<file path="config.mk">
export PLATFORM = sky130hd
export DESIGN_NAME = data_bus_bridge
export DESIGN_NICKNAME = d
export VERILOG_FILES = /design/src/rtl/data_bus_bridge_pkg.sv /design/src/rtl/byte_lane_aligner.sv /design/src/rtl/data_bus_bridge.sv
export SDC_FILE = /design/constraint.sdc
export NUM_CORES = 1
export LEC_CHECK = 0
export CAP_MARGIN = 20
export CORE_MARGIN = 2
export CORE_UTILIZATION = 30
export CTS_BUF_LIST = sky130_fd_sc_hd__clkbuf_4 sky130_fd_sc_hd__clkbuf_8
export DETAILED_ROUTE_END_ITERATION = 12
export GPL_TIMING_DRIVEN = 0
export PLACE_DENSITY_LB_ADDON = 0.3
export SLEW_MARGIN = 20
export SYNTH_ARGS = -nofsm -noshare
export SYNTH_HDL_FRONTEND = slang
export SYNTH_SLANG_ARGS = --single-unit
</file>
<file path="constraint.sdc">
create_clock -name clk_i -period 3.3 [get_ports clk_i]
set_input_delay 0.99 -clock clk_i [delete_from_list [all_inputs] [get_ports clk_i]]
set_output_delay 0.99 -clock clk_i [all_outputs]
set_load 0.02 [all_outputs]
</file>
<file path="src/rtl/data_bus_bridge_pkg.sv">
// rtl/data_bus_bridge_pkg.sv - shared types and constants for the data bus bridge
package data_bus_bridge_pkg;

   localparam int XLEN = 32;

   typedef enum logic [1:0] {
      MS_B = 2'd0,
      MS_H = 2'd1,
      MS_W = 2'd2
   } mem_size_e;

   typedef enum logic [1:0] {
      BS_IDLE = 2'd0,
      BS_REQ  = 2'd1,
      BS_RESP = 2'd2,
      BS_DONE = 2'd3
   } bus_state_e;

   localparam logic [3:0] BE_BYTE = 4'b0001;
   localparam logic [3:0] BE_HALF = 4'b0011;
   localparam logic [3:0] BE_WORD = 4'b1111;

endpackage

</file>
<file path="src/rtl/byte_lane_aligner.sv">
// rtl/byte_lane_aligner.sv - byte-lane placement of store data/enables and lane-0 return of load data
module byte_lane_aligner
   import data_bus_bridge_pkg::*;
(
   input  logic [1:0]      size_i,
   input  logic [1:0]      off_i,
   input  logic [1:0]      rd_off_i,
   input  logic [XLEN-1:0] wdata_i,
   input  logic [XLEN-1:0] rdata_i,
   output logic [3:0]      be_o,
   output logic [XLEN-1:0] wdata_o,
   output logic [XLEN-1:0] rdata_o,
   output logic            misaligned_o
);

   // size 3 falls through to the defaults: no lanes, flagged misaligned
   always_comb begin
      be_o         = 4'b0000;
      misaligned_o = 1'b1;
      case (mem_size_e'(size_i))
         MS_B: begin
            be_o         = BE_BYTE << off_i;
            misaligned_o = 1'b0;
         end
         MS_H: begin
            be_o         = BE_HALF << off_i;
            misaligned_o = off_i[0];
         end
         MS_W: begin
            be_o         = BE_WORD << off_i;
            misaligned_o = |off_i;
         end
         default: ;
      endcase
   end

   assign wdata_o = wdata_i << {off_i, 3'b000};
   assign rdata_o = rdata_i >> {rd_off_i, 3'b000};

endmodule

</file>
<file path="src/rtl/data_bus_bridge.sv">
// rtl/data_bus_bridge.sv - core-to-data-bus bridge running the req/gnt/rvalid handshake
module data_bus_bridge
   import data_bus_bridge_pkg::*;
(
   input  logic            clk_i,
   input  logic            rst_ni,
   input  logic            req_valid_i,
   input  logic            we_i,
   input  logic [1:0]      size_i,
   input  logic [XLEN-1:0] addr_i,
   input  logic [XLEN-1:0] wdata_i,
   output logic [XLEN-1:0] rdata_o,
   output logic            stall_o,
   output logic            misaligned_o,
   output logic            bus_req_o,
   input  logic            bus_gnt_i,
   output logic [XLEN-1:0] bus_addr_o,
   output logic            bus_we_o,
   output logic [3:0]      bus_be_o,
   output logic [XLEN-1:0] bus_wdata_o,
   input  logic            bus_rvalid_i,
   input  logic [XLEN-1:0] bus_rdata_i
);

   bus_state_e      state_q;
   logic [1:0]      off_q;
   logic [XLEN-1:0] rdata_q;
   logic            bus_req_q;
   logic [XLEN-1:0] bus_addr_q;
   logic            bus_we_q;
   logic [3:0]      bus_be_q;
   logic [XLEN-1:0] bus_wdata_q;

   logic [3:0]      be_d;
   logic [XLEN-1:0] wdata_d;
   logic [XLEN-1:0] rdata_d;
   logic            mis;
   logic            accept;

   byte_lane_aligner u_aligner (
      .size_i       (size_i),
      .off_i        (addr_i[1:0]),
      .rd_off_i     (off_q),
      .wdata_i      (wdata_i),
      .rdata_i      (bus_rdata_i),
      .be_o         (be_d),
      .wdata_o      (wdata_d),
      .rdata_o      (rdata_d),
      .misaligned_o (mis)
   );

   assign accept       = (state_q == BS_IDLE) & req_valid_i & ~mis;
   assign misaligned_o = (state_q == BS_IDLE) & req_valid_i & mis;
   assign stall_o      = accept | (state_q == BS_REQ) | (state_q == BS_RESP);

   always_ff @(posedge clk_i or negedge rst_ni) begin
      if (!rst_ni) begin
         state_q     <= BS_IDLE;
         off_q       <= 2'b00;
         rdata_q     <= '0;
         bus_req_q   <= 1'b0;
         bus_addr_q  <= '0;
         bus_we_q    <= 1'b0;
         bus_be_q    <= 4'b0000;
         bus_wdata_q <= '0;
      end else begin
         case (state_q)
            BS_IDLE: begin
               if (accept) begin
                  state_q     <= BS_REQ;
                  bus_req_q   <= 1'b1;
                  bus_addr_q  <= {addr_i[XLEN-1:2], 2'b00};
                  bus_we_q    <= we_i;
                  bus_be_q    <= be_d;
                  bus_wdata_q <= wdata_d;
                  off_q       <= addr_i[1:0];
               end
            end
            BS_REQ: begin
               if (bus_gnt_i) begin
                  state_q   <= BS_RESP;
                  bus_req_q <= 1'b0;
               end
            end
            BS_RESP: begin
               if (bus_rvalid_i) begin
                  state_q <= BS_DONE;
                  if (!bus_we_q) rdata_q <= rdata_d;
               end
            end
            default: state_q <= BS_IDLE;
         endcase
      end
   end

   assign rdata_o     = rdata_q;
   assign bus_req_o   = bus_req_q;
   assign bus_addr_o  = bus_addr_q;
   assign bus_we_o    = bus_we_q;
   assign bus_be_o    = bus_be_q;
   assign bus_wdata_o = bus_wdata_q;

endmodule

</file>
==> results_dict.tcl <==
set metrics [dict create \
    tightestPinTransition_ps 699 \
    yosysSeqAreaShare 0.507 \
    nets 775 \
    hold_viol_final 0 \
    dr.pass1.iters 4 \
    vias 4332 \
    min_to "rdata_o[19]" \
    r2r_start "state_q[0]" \
    worstSetupEndpointType "primary output" \
    netlist_top_cells_area "dfrtp_1, mux2_4, mux2i_1" \
    syn_to_final_growth_pct 50.7 \
    yosysMostFrequentCell "dfrtp_1" \
    synth_cell_type_count 31 \
    seq_area_mm2 0.00260 \
    grt_max_degree 62 \
    synth_edf_count 0 \
    antenna_left 0 \
    io_pins 208 \
    io_buffers 205 \
    cts_tree "yes" \
    p_per_area_mw_per_mm2 894 \
    min_path_type "reg -> reg" \
    worstSetupPathType "in -> out" \
    antenna_found_initial 0 \
    fin_crit_sh 0.977 \
    ys_seq_elements 104 \
    rr_endpoint "bus_wdata_o[13]" \
    multiInputGateArea_mm2 0.00231 \
    rows 47 \
    r2r_setup_slack_ps 1320 \
    die_w_um 135 \
    synthCells 444 \
    min-delay-start "rdata_o[19]" \
    yosysTopAreaCell "dfrtp_1" \
    synthArstFlopShare 1.00 \
    h-tree-depth 3 \
    fin_util 0.464 \
    grtUsageTotal 0.178 \
    synth.top_cell.area_share 0.507 \
    period_minus_slack_ps 3220 \
    worstRegToRegCells 7 \
    cp-start-kind "input pin" \
    grt_setup_unrepaired "no" \
    status "finished, final reports clean" \
    crit_fanout 11 \
    drt_iter0_drc 215 \
    fillers 1542 \
    cts_inserted_buffers 9 \
    cp.required_ps 2310 \
    maxCapViolCount 0 \
    start_util 0.308 \
    setup_viol 0 \
    dieArea_mm2 0.0182 \
    globalplace.congestion 0.871 \
    clk_pin_slew_ps 110 \
    post-dp-hpwl_um 12000 \
    drive_gt1_frac 0.155 \
    drc_errors 0 \
    grt_pass1_wl_um 24900 \
    wl_per_cell_um 18.0 \
    arrival_ps 2230 \
    leakagePower_uw 0.00343 \
    core_region_area_mm2 0.0166 \
    final_area_mm2 0.00773 \
    finalMaxSlewViolations 0 \
    yosysWarnings 0 \
    relSlewSlack 0.531 \
    clockBufferDepth 2 \
    routed_wl_um 16100 \
    finClkSkew_ps 13.6 \
    timing.fmax_mhz 310 \
    syn_area_per_cell_um2 11.6 \
    synth_area_mm2 0.00513 \
    routed_via_density 4.87 \
    setup_tns_ps 0 \
    yosys-top-cells-count "dfrtp_1, nand2_1, mux2_4" \
    grt_pass1_vias 4520 \
    numClockSinks 104 \
    grt.overflow.total 0 \
    diodes 0 \
    place_area_mm2 0.00750 \
    hold_depth 2 \
    die_h_um 135 \
    clockRootBuffer "clkbuf_8" \
    ys.flop_type "dfrtp_1" \
    clock_latency_ps 390 \
    max-vdd-ir-drop_uv 399 \
]
[power breakdown]
group	total, uW	switching (uW)	internal, uW	leakage, uW
Sequential	2240	359	1880	0.00129
Clock	787	481	307	0.0000981
Combinational	3880	1910	1970	0.00203
[worst max-delay path by stage]
| stage | startpoint | end | slack [ps] |
|---|---|---|---|
| 2_1_floorplan | size_i[0] | stall_o | 160 |
| 3_3_place_gp | rst_ni | bus_wdata_o[28] | -2720 |
| 3_5_place_dp | size_i[0] | stall_o | -1140 |
| 4_1_cts | size_i[0] | misaligned_o | 20 |
| 5_1_grt | size_i[1] | stall_o | 10 |
| 6_report | size_i[1] | stall_o | 80 |
[registers in the layout (all words and copies together) (netlist names)]
register and cells:
bus_addr_o 30, bus_be_o 4, bus_req_o 1, state_q 2, bus_wdata_o 32, bus_we_o 1, rdata_o 32, off_q 2
[logic make-up after synthesis]
group,share of synthesized area
compound gates,0.140
flops,0.507
simple gates,0.0847
mux,0.203
buf+inv,0.0498
fa+ha+maj,0.0146
other cells,0.000731
[per-layer routing]
layer  vias to the layer above  track usage  wire (um)
met3                        25       0.0529       1470
met5                         -            0          0
li1                       1995            -          -
met1                      2101        0.231       6850
met2                       211        0.277       7320
met4                         0       0.0754        401
[timing repair]
item / CTS / global route
endpoints found under the setup margin: 2 / 2
hold buffers: 0 / 0
gates resized for setup: 21 / 2
pin swaps: 2 / 0
buffers inserted: 4 / 0
[critical path: stages]
cell	delay, ps
clkdlybuf4s15_1	270
inv_1	60
ha_1	210
nor2_4	150
o2111ai_4	160
buf_12	190
nand2_1	60
buf_4	140
[final cells by class]
class                   count  area share
flip-flops and latches    104       0.337
multi-input cells         298       0.299
repair buffers            210       0.272
well taps                 220      0.0356
plain buffers              34      0.0288
clock buffers              10      0.0178
clock inverters             6     0.00631
inverters                   8     0.00389
[cells in the final DEF, fill, tap and decap left out, drive strengths merged, types with 6 or more instances in the layout]
cell | synthesis | layout
mux2 | 50 | 50
dfrtp | 104 | 104
o31ai | 17 | 17
mux2i | 33 | 33
buf | 22 | 29
a22o | 9 | 9
o21ai | 24 | 24
a211oi | 17 | 17
a21oi | 34 | 34
nor2b | 19 | 19
clkdlybuf4s50 | 0 | 198
nor2 | 25 | 25
ha | 6 | 6
inv | 8 | 12
nand2 | 53 | 53
clkbuf | 13 | 23
[stage by stage]
| step | std cells | hold slack (ps) | setup slack (ps) | total power (uW) |
|---|---|---|---|---|
| 2_1_floorplan | 445 | 500 | 161 | 4340 |
| 3_3_place_gp | 870 | 462 | -2720 | 6100 |
| 3_5_place_dp | 871 | 470 | -1140 | 6150 |
| 4_1_cts | 890 | 495 | 23.2 | 6990 |
| 5_1_grt | 890 | 514 | 10.3 | 7330 |
| 6_report | 890 | 486 | 77.2 | 6910 |
(Power assumes the default switching activity.)
==> RTL change (config.mk and constraints unchanged) <==
Set the package constant `XLEN` to 64 (it was 32).
--- a/src/rtl/data_bus_bridge_pkg.sv
+++ b/src/rtl/data_bus_bridge_pkg.sv
@@ -1,7 +1,7 @@
 // rtl/data_bus_bridge_pkg.sv - shared types and constants for the data bus bridge
 package data_bus_bridge_pkg;
 
-   localparam int XLEN = 32;
+   localparam int XLEN = 64;
 
    typedef enum logic [1:0] {
       MS_B = 2'd0,
Ports: changed (6 resized); port bits go from 208 to 400. The function was not compared with the original's and may differ.
==> RTL change against the original RTL <==
  * Combinational power is 92% higher
  * Non-clock buffer count grew 222
  * Sequential power rose by 91%
  * Power rose by 95%
  * Utilization shrank 0.57 points
  * Area after synthesis increased by 93%
  * Global-route usage grew 2.7 points
  * Sequential cell count grew 96
  * First-iteration DRC count is 110% higher
  * Clock power grew 120%
  * Setup slack better by 0.055 ns
  * Routed wire length grew 130%
  * Final area grew 93%
  * Largest power group unchanged
==> RTL change: results (changes against the original RTL) <==
- Clock tree buffer count of the final layout: 19 (+9)
- Share of cell area taken by flip-flops and latches: 33.54% (-0.14 points)
- Cell types with the largest area share after synthesis: sky130_fd_sc_hd__dfrtp_1, sky130_fd_sc_hd__mux2_2, sky130_fd_sc_hd__mux2i_1
- Final Hold Slack: 0.3849 ns (-0.1014 ns)
- Headroom to the max-slew limit: 29.94% (-23 points)
- Syn Area/Cell: 11.95 µm² (+3.4%)
- Mux cell area share after synthesis: 27.65% (+7.4 points)
- Standard-cell rows: 66 (+40%)
- DR iter-0 viols: 458 (+110%)
- Post-Place Cells: 1668 (+92%)
- Vias in the first global route: 8572 (+90%)
- Flop and latch count out of synthesis: 200 (+92%)
- Post-synthesis cell type count: 32 (+3.2%)
- Dominant register cell in the synthesized netlist: sky130_fd_sc_hd__dfrtp_1
- Peak supply drop: 0.4744 mV (+19%)
- Number of H-tree branching levels: 4 (+1)
- Commonest cells post-synth: sky130_fd_sc_hd__dfrtp_1, sky130_fd_sc_hd__mux2_2, sky130_fd_sc_hd__nand2_1
- Total wire length: 36.13 mm (+130%)
- Share of the yosys chip area belonging to registers: 50.59% (-0.15 points)
- Master of the slowest instance on the critical path: sky130_fd_sc_hd__o2111ai_4
- Instance area at placement: 14460 µm² (+93%)
- Non-clock buffer count in the final layout: 466 (+91%)
- Setup slack, reg-to-reg: 0.89 ns (-0.43 ns)
- Global-route wire length before repair: 52.53 mm (+110%)
- Arrival time of data at the critical path endpoint: 2.18 ns (-0.05 ns)
- TritonRoute pass-1 iters: 9 (+5)
- Met3 Track Usage GR: 6.926% (+1.6 points)
- Final clock-cell share: 2.817% (+0.40 points)
- Final period utilization: 96.00% (-1.7 points)
- Routed via count: 8428 (+95%)
- Clock buffers created by TritonCTS: 17 (+8)
- Inverter count of the layout excluding clock inverters: 7 (-1)
- Cell count of the worst reg-to-reg path: 6 (-1)
- Largest fanout on the critical path: 10 (-1)
- Kind of path behind the tightest hold check: input pin to async pin
- Fraction of layout instances using a drive strength above 1: 19.46% (+3.9 points)
- R2R Path End: rdata_o[23]
- # fillers: 3121 (+100%)
- Insertion delay of the later-clocked pin in the worst-skew pair: 0.49 ns (+0.10 ns)
- Multi-input combinational area share: 30.40% (+0.50 points)
- Adder-cell share of the synthesized area: 0.7589% (-0.70 points)
- Run status: complete, no violations
- Area fraction in compound gates after synthesis: 10.46% (-3.5 points)
- Worst setup slack after placement: -1.311 ns (-0.1711 ns)
- Largest net degree at the start of global routing: 90 (+45%)
- M2 GR Usage: 34.72% (+7.0 points)
- Detailed placer's ending HPWL: 28.36 mm (+140%)
- Met1 usage: 24.92% (+1.8 points)
- Total track usage: 20.54% (+2.7 points)
- Nets@finish: 1453 (+87%)
-- RTL change: cell count changes after synthesis, moves of 22 or more --
cell / before / now
sky130_fd_sc_hd__buf_2: 10 / 32
sky130_fd_sc_hd__mux4_2: 0 / 24
sky130_fd_sc_hd__dfrtp_1: 104 / 200
sky130_fd_sc_hd__nand2_1: 53 / 95
sky130_fd_sc_hd__o21ai_0: 24 / 68
sky130_fd_sc_hd__mux2i_1: 33 / 73
sky130_fd_sc_hd__mux2_4: 39 / 0
sky130_fd_sc_hd__mux2_2: 9 / 130
-- RTL change: report_power, final --
| group | internal (mW) | leakage [nW] | switching [mW] |
|---|---|---|---|
| sequential | 3.63 | 2.46 | 0.652 |
| clock | 0.790 | 0.209 | 0.961 |
| combinational | 3.67 | 3.59 | 3.77 |
| total | 8.09 | 6.26 | 5.38 |
-- RTL change: routing by layer --
layer  share of wire (%)  up-vias
met5                   0        -
met2                  49      382
met1                  40     4197
li1                    -     3808
met4                 1.9        0
met3                 8.8       41
